--- config.mk ---
export PLATFORM = sky130hd
export DESIGN_NAME = ccu_snoop_sequencer
export DESIGN_NICKNAME = d
export VERILOG_FILES = /design/src/rtl/ccu_snoop_sequencer.sv
export SDC_FILE = /design/constraint.sdc
export NUM_CORES = 1
export LEC_CHECK = 0
export BUFFER_PORTS_ARGS = -buffer_cell sky130_fd_sc_hd__buf_2
export CELL_PAD_IN_SITES_DETAIL_PLACEMENT = 1
export CELL_PAD_IN_SITES_GLOBAL_PLACEMENT = 2
export CORE_MARGIN = 2
export CORE_UTILIZATION = 17
export CTS_CLUSTER_DIAMETER = 100
export DETAILED_ROUTE_END_ITERATION = 6
export PLACE_DENSITY_LB_ADDON = 0.25
export SETUP_SLACK_MARGIN = 0.5
export SLEW_MARGIN = 5
export SYNTH_ARGS = -nofsm -noshare
export SYNTH_HDL_FRONTEND = slang
export SYNTH_SLANG_ARGS = --single-unit
export TNS_END_PERCENT = 50
--- constraint.sdc ---
create_clock -name clk_i -period 2.1 [get_ports clk_i]
set_clock_uncertainty 0.2 [all_clocks]
set_input_delay 0.525 -clock clk_i [delete_from_list [all_inputs] [get_ports clk_i]]
set_output_delay 0.525 -clock clk_i [all_outputs]
set_load 0.02 [all_outputs]
--- src/rtl/ccu_snoop_sequencer.sv ---
// Coherent snoop sequencer: broadcasts one snoop to all non-initiating cores,
// merges their CR responses, forwards the CD line of the lowest-index data
// provider (draining any others) and returns a merged result.
module ccu_snoop_sequencer #(
    parameter int unsigned NB_CORES  = 2,
    parameter int unsigned AddrWidth = 64,
    parameter int unsigned DataWidth = 64,
    parameter int unsigned IdxWidth  = (NB_CORES > 1) ? $clog2(NB_CORES) : 1
) (
    input  logic                            clk_i,
    input  logic                            rst_i,
    input  logic                            req_valid_i,
    output logic                            req_ready_o,
    input  logic [AddrWidth-1:0]            req_addr_i,
    input  logic [3:0]                      req_snoop_i,
    input  logic [IdxWidth-1:0]             req_initiator_i,
    output logic [NB_CORES-1:0]             ac_valid_o,
    input  logic [NB_CORES-1:0]             ac_ready_i,
    output logic [AddrWidth-1:0]            ac_addr_o,
    output logic [3:0]                      ac_snoop_o,
    input  logic [NB_CORES-1:0]             cr_valid_i,
    output logic [NB_CORES-1:0]             cr_ready_o,
    input  logic [NB_CORES*5-1:0]           cr_resp_i,
    input  logic [NB_CORES-1:0]             cd_valid_i,
    output logic [NB_CORES-1:0]             cd_ready_o,
    input  logic [NB_CORES*DataWidth-1:0]   cd_data_i,
    input  logic [NB_CORES-1:0]             cd_last_i,
    output logic                            data_valid_o,
    input  logic                            data_ready_i,
    output logic [DataWidth-1:0]            data_o,
    output logic                            data_last_o,
    output logic                            rsp_valid_o,
    input  logic                            rsp_ready_i,
    output logic                            rsp_data_o,
    output logic                            rsp_shared_o,
    output logic                            rsp_dirty_o,
    output logic                            rsp_error_o
);

    typedef enum logic [1:0] {IDLE, SNOOP, DATA, RESP} state_t;

    state_t                 state;
    logic [AddrWidth-1:0]   addr;
    logic [3:0]             snoop;
    logic [NB_CORES-1:0]    target;
    logic [NB_CORES-1:0]    ac_done;
    logic [NB_CORES-1:0]    cr_done;
    logic [NB_CORES-1:0]    data_mask;
    logic [NB_CORES-1:0]    pass_dirty;
    logic [IdxWidth-1:0]    sel;
    logic                   shared;
    logic                   error;
    logic                   dirty;
    logic                   fwd_data;

    logic [NB_CORES-1:0]    ac_hs;
    logic [NB_CORES-1:0]    cr_hs;
    logic [NB_CORES-1:0]    cd_last_hs;
    logic [NB_CORES-1:0]    cr_done_nx;
    logic [NB_CORES-1:0]    data_mask_nx;
    logic [NB_CORES-1:0]    pass_dirty_nx;
    logic [NB_CORES-1:0]    unused_was_unique;
    logic [IdxWidth-1:0]    sel_nx;
    logic                   sel_found;
    logic                   shared_hs;
    logic                   error_hs;

    assign req_ready_o  = (state == IDLE);
    assign rsp_valid_o  = (state == RESP);
    assign ac_addr_o    = addr;
    assign ac_snoop_o   = snoop;
    assign rsp_data_o   = fwd_data;
    assign rsp_shared_o = shared;
    assign rsp_dirty_o  = dirty;
    assign rsp_error_o  = error;

    // Per-core channel handshakes, CR merge and forwarding mux for the current state.
    always_comb begin
        ac_valid_o        = '0;
        cr_ready_o        = '0;
        cd_ready_o        = '0;
        shared_hs         = 1'b0;
        error_hs          = 1'b0;
        data_mask_nx      = data_mask;
        pass_dirty_nx     = pass_dirty;
        unused_was_unique = '0;
        sel_nx            = '0;
        sel_found         = 1'b0;

        if (state == SNOOP) begin
            ac_valid_o = target & ~ac_done;
            cr_ready_o = target & ac_done & ~cr_done;
        end
        ac_hs      = ac_valid_o & ac_ready_i;
        cr_hs      = cr_ready_o & cr_valid_i;
        cr_done_nx = cr_done | cr_hs;

        for (int unsigned i = 0; i < NB_CORES; i++) begin
            unused_was_unique[i] = cr_resp_i[i*5+4];
            if (cr_hs[i]) begin
                shared_hs        = shared_hs | cr_resp_i[i*5+3];
                error_hs         = error_hs  | cr_resp_i[i*5+1];
                pass_dirty_nx[i] = cr_resp_i[i*5+2];
                data_mask_nx[i]  = cr_resp_i[i*5];
            end
        end

        for (int unsigned i = 0; i < NB_CORES; i++) begin
            if (!sel_found && data_mask_nx[i]) begin
                sel_nx    = IdxWidth'(i);
                sel_found = 1'b1;
            end
        end

        if (state == DATA) begin
            for (int unsigned i = 0; i < NB_CORES; i++) begin
                if (data_mask[i]) begin
                    cd_ready_o[i] = (sel == IdxWidth'(i)) ? data_ready_i : 1'b1;
                end
            end
        end
        cd_last_hs = cd_ready_o & cd_valid_i & cd_last_i;

        data_valid_o = (state == DATA) && data_mask[sel] && cd_valid_i[sel];
        data_o       = cd_data_i[sel*DataWidth +: DataWidth];
        data_last_o  = cd_last_i[sel];
    end

    // Transaction FSM with registered masks and merged response flags.
    always_ff @(posedge clk_i) begin
        if (rst_i) begin
            state      <= IDLE;
            addr       <= '0;
            snoop      <= '0;
            target     <= '0;
            ac_done    <= '0;
            cr_done    <= '0;
            data_mask  <= '0;
            pass_dirty <= '0;
            sel        <= '0;
            shared     <= 1'b0;
            error      <= 1'b0;
            dirty      <= 1'b0;
            fwd_data   <= 1'b0;
        end else begin
            case (state)
                IDLE: begin
                    if (req_valid_i) begin
                        addr       <= req_addr_i;
                        snoop      <= req_snoop_i;
                        for (int unsigned i = 0; i < NB_CORES; i++) begin
                            target[i] <= (req_initiator_i != IdxWidth'(i));
                        end
                        ac_done    <= '0;
                        cr_done    <= '0;
                        data_mask  <= '0;
                        pass_dirty <= '0;
                        shared     <= 1'b0;
                        error      <= 1'b0;
                        dirty      <= 1'b0;
                        fwd_data   <= 1'b0;
                        state      <= SNOOP;
                    end
                end
                SNOOP: begin
                    ac_done    <= ac_done | ac_hs;
                    cr_done    <= cr_done_nx;
                    data_mask  <= data_mask_nx;
                    pass_dirty <= pass_dirty_nx;
                    shared     <= shared | shared_hs;
                    error      <= error | error_hs;
                    // Selection uses this cycle's CR results so the last responder counts.
                    if ((cr_done_nx & target) == target) begin
                        if (data_mask_nx == '0) begin
                            state <= RESP;
                        end else begin
                            sel   <= sel_nx;
                            dirty <= pass_dirty_nx[sel_nx];
                            state <= DATA;
                        end
                    end
                end
                DATA: begin
                    data_mask <= data_mask & ~cd_last_hs;
                    if ((data_mask & ~cd_last_hs) == '0) begin
                        fwd_data <= 1'b1;
                        state    <= RESP;
                    end
                end
                RESP: begin
                    if (rsp_ready_i) begin
                        state <= IDLE;
                    end
                end
                default: state <= IDLE;
            endcase
        end
    end

endmodule

==> reports/results.ini <==
[outcome]
outcome = complete, but fails checks
failed_checks = setup timing

[synthesis]
syn-cell-area_mm2 = 0.004154
ys_warn_count = 0
synthesis.instances = 503
postSynthNetCount = 728
synth_async_sr_flop_share = 0
seq_area_frac_synth = 0.4096
postSynth.topFlopCell = dfxtp_1
syn-mean-instance-area_um2 = 8.258
yosys.cell_types.count = 41
number_of_enable_flip_flop_cells_after_synthesis = 0
synth_seq_cells = 85

[sta]
max_freq_ghz = 0.4516
final-max-slew-violation-count = 0
finalCriticalPeriod_ns = 2.214
post-route-worst-setup-slack_ns = -0.1141
timing.final.hold_violations = 0
report.final.setup_viol = 67
setup_repair_after_global_routing_missed_its_margin = yes
worst-slew-pin-transition_ns = 0.4828
layout_worst_path_cycle_share = 1.054
slew_headroom = 0.6752

[clock_tree]
cts_buffers = 9
clock_latency_ns = 0.34
cts_max_path_buffers = 2
clkSinkCount = 85
clk_transition_reported_paths_ns = 0.07
clk_root_buffer_cell = clkbuf_16
cts-htree-levels = 3
cts_tree = built

[global_routing]
maximum_number_of_pins_on_one_net_before_global_route_repair = 62
first_global_vias = 5291
globalRouteTotalUtil = 0.1516
grt_first_pass_wirelength_um = 30460
global_route.overflow_total = 0
antenna_found_initial = 0

[detailed_routing]
via_per_inst = 4.270
count_of_unresolved_drc_violations_after_routing = 0
first_iter_violations = 117
route.vias.total = 5299
iteration_count_of_the_initial_detailed_routing_pass = 4
detail-route-antenna-nets = 0
dr_wl_cell_um = 18.33
route.final.wire_length_um = 22750

[power_and_ir_drop]
power-per-cell-area_mw_per_mm2 = 871.5
total_power_mw = 8.403
ir_worst_vdd_uv = 396.3
static-leakage-power_nw = 4.525

[cells_and_area]
most-common-layout-cells = buf_2 (241), buf_6 (104), nand2_4 (69)
fill_cells = 2767
syn2layout_area_growth_pct = 132.1
diodes = 0
nets_final = 1137
proportion_of_layout_cells_with_a_drive_suffix_above_1 = 0.8353
commonest_non_fill_non_tap_cell_in_the_layout = buf_2
instances_no_fill = 1241

[placed_design]
place.gp.congestion = 0.7594
detailed_place_hpwl_um = 15670
dpl.cell_count = 1177
port_buffers = 363
pre_cts_ws_ns = -0.04903

[hold_path]
hold_class = in2reg
hold_path_startpoint = req_addr_i[5]
hold_critical_path_endpoint = ac_addr_o[5]
worstHoldPathCells = 3

[setup_path]
required_ns = 1.37
worstPathArrival_ns = 1.49
reg2reg_slack_ns = 0.02
reg2reg_from = sel
worstRegToRegCells = 8
worstReg2RegEnd = state[0]
worstSetupPathType = reg2out
worstPathMaxFanout = 7
worstSetupStartpointType = register
crit_path_end_kind = primary output

[floorplan]
die_height_um = 160.3
core-area_mm2 = 0.02418
die-area_mm2 = 0.02570
ios = 366
initial_utilization = 0.1718
rows = 57
die_width_um = 160.3

[run]
max-cap-violations = 0

## routing by layer
layer  global-route usage  up-vias  wire length, um
li1                     -     2527                -
met1               0.1572     2543             8154
met2               0.2934      212            12660
met3              0.05269       17             1606
met4              0.03194        0              327
met5                    0        -                0
## synth_stat cells (2+ instances only)
cell type / number / area [um2]
buf_2: 3 / 15.01
o21ai_0: 6 / 30.03
and2_1: 3 / 18.77
mux2i_1: 2 / 20.02
nand2_1: 151 / 566.8
dfxtp_1: 85 / 1702
inv_1: 4 / 15.01
buf_1: 5 / 18.77
nor3_1: 2 / 10.01
buf_4: 2 / 15.01
a21oi_1: 76 / 380.4
mux2_2: 67 / 754.5
o21ai_1: 2 / 10.01
clkbuf_1: 25 / 93.84
a41oi_1: 3 / 26.28
a22o_1: 2 / 17.52
nor2_1: 21 / 78.83
nand2b_1: 4 / 25.02
nor2b_1: 6 / 37.54
a31oi_1: 3 / 18.77
ha_1: 5 / 62.56
a32oi_1: 3 / 26.28
nand3_1: 5 / 25.02
## final cells by class
| class | instances | area [um2] | area share |
|---|---|---|---|
| clock inverters | 6 | 86.33 | 0.008954 |
| multi-input cells | 378 | 3575 | 0.3708 |
| inverters | 4 | 23.77 | 0.002466 |
| repair buffers | 434 | 3553 | 0.3685 |
| clock buffers | 10 | 239.0 | 0.02479 |
| well taps | 324 | 405.4 | 0.04205 |
| flip-flops and latches | 85 | 1759 | 0.1825 |
## logic make-up after synthesis
| family | after synthesis | synth area share |
|---|---|---|
| AOI/OAI and AO/OA | 104 | 0.1437 |
| and+or+nand+nor | 199 | 0.1991 |
| adders and majority gates | 5 | 0.01506 |
| buffers and inverters | 40 | 0.04066 |
| DFF | 85 | 0.4096 |
| muxes | 70 | 0.1919 |
## worst max-delay path: stages (launching register included)
cell	delay, ns
dfxtp_4	0.39
buf_12	0.15
clkbuf_16	0.16
mux2_4	0.31
buf_6	0.14
## sequential cells by signal, summed over array words and instances, names as in the netlist
register,flops
state,2
rsp_dirty_o,1
cr_done,2
pass_dirty,2
target,2
ac_done,2
rsp_data_o,1
rsp_shared_o,1
ac_snoop_o,4
ac_addr_o,64
sel,1
rsp_error_o,1
data_mask,2
## power by group
| part | total [mW] | leakage, nW | internal [mW] | switching (mW) |
|---|---|---|---|---|
| combinational | 4.48 | 3.65 | 2.15 | 2.32 |
| clock | 1.77 | 0.158 | 1.07 | 0.695 |
| sequential | 2.16 | 0.712 | 1.91 | 0.248 |
## through the flow
| stage | util | TNS (ns) | cell area [um2] | hold WS, ns |
|---|---|---|---|---|
| global placement | 0.2707 | -0.02050 | 6544 | 0.2408 |
| CTS | 0.3272 | -7.414 | 7911 | 0.1906 |
| floorplan | - | 0 | 4282 | 0.2499 |
| finish | 0.3988 | -5.913 | 9642 | 0.2121 |
| detailed placement | 0.2707 | -0.06050 | 6544 | 0.2447 |
| global route | 0.3988 | -9.036 | 9642 | 0.1992 |
## worst max path at each step
stage                     startpoint            to  slack (ns)  cells after the start
final                            sel     data_o[2]       -0.11                      4
after global routing             sel     data_o[2]       -0.16                      4
after CTS                        sel    data_o[20]       -0.15                      4
after detailed placement    state[0]      state[0]       -0.05                      8
after global placement      state[0]      state[0]       -0.02                      8
after floorplan             state[1]  data_mask[0]        0.11                      8
## repair_timing
item,in CTS,in global routing
hold buffers,0,0
cloned,2,17
setup buffers,20,9
endpoints found under the setup margin,166,200
gates resized for setup,251,373
pin swaps,34,136
No activity file was read; power rests on OpenSTA's default activity.
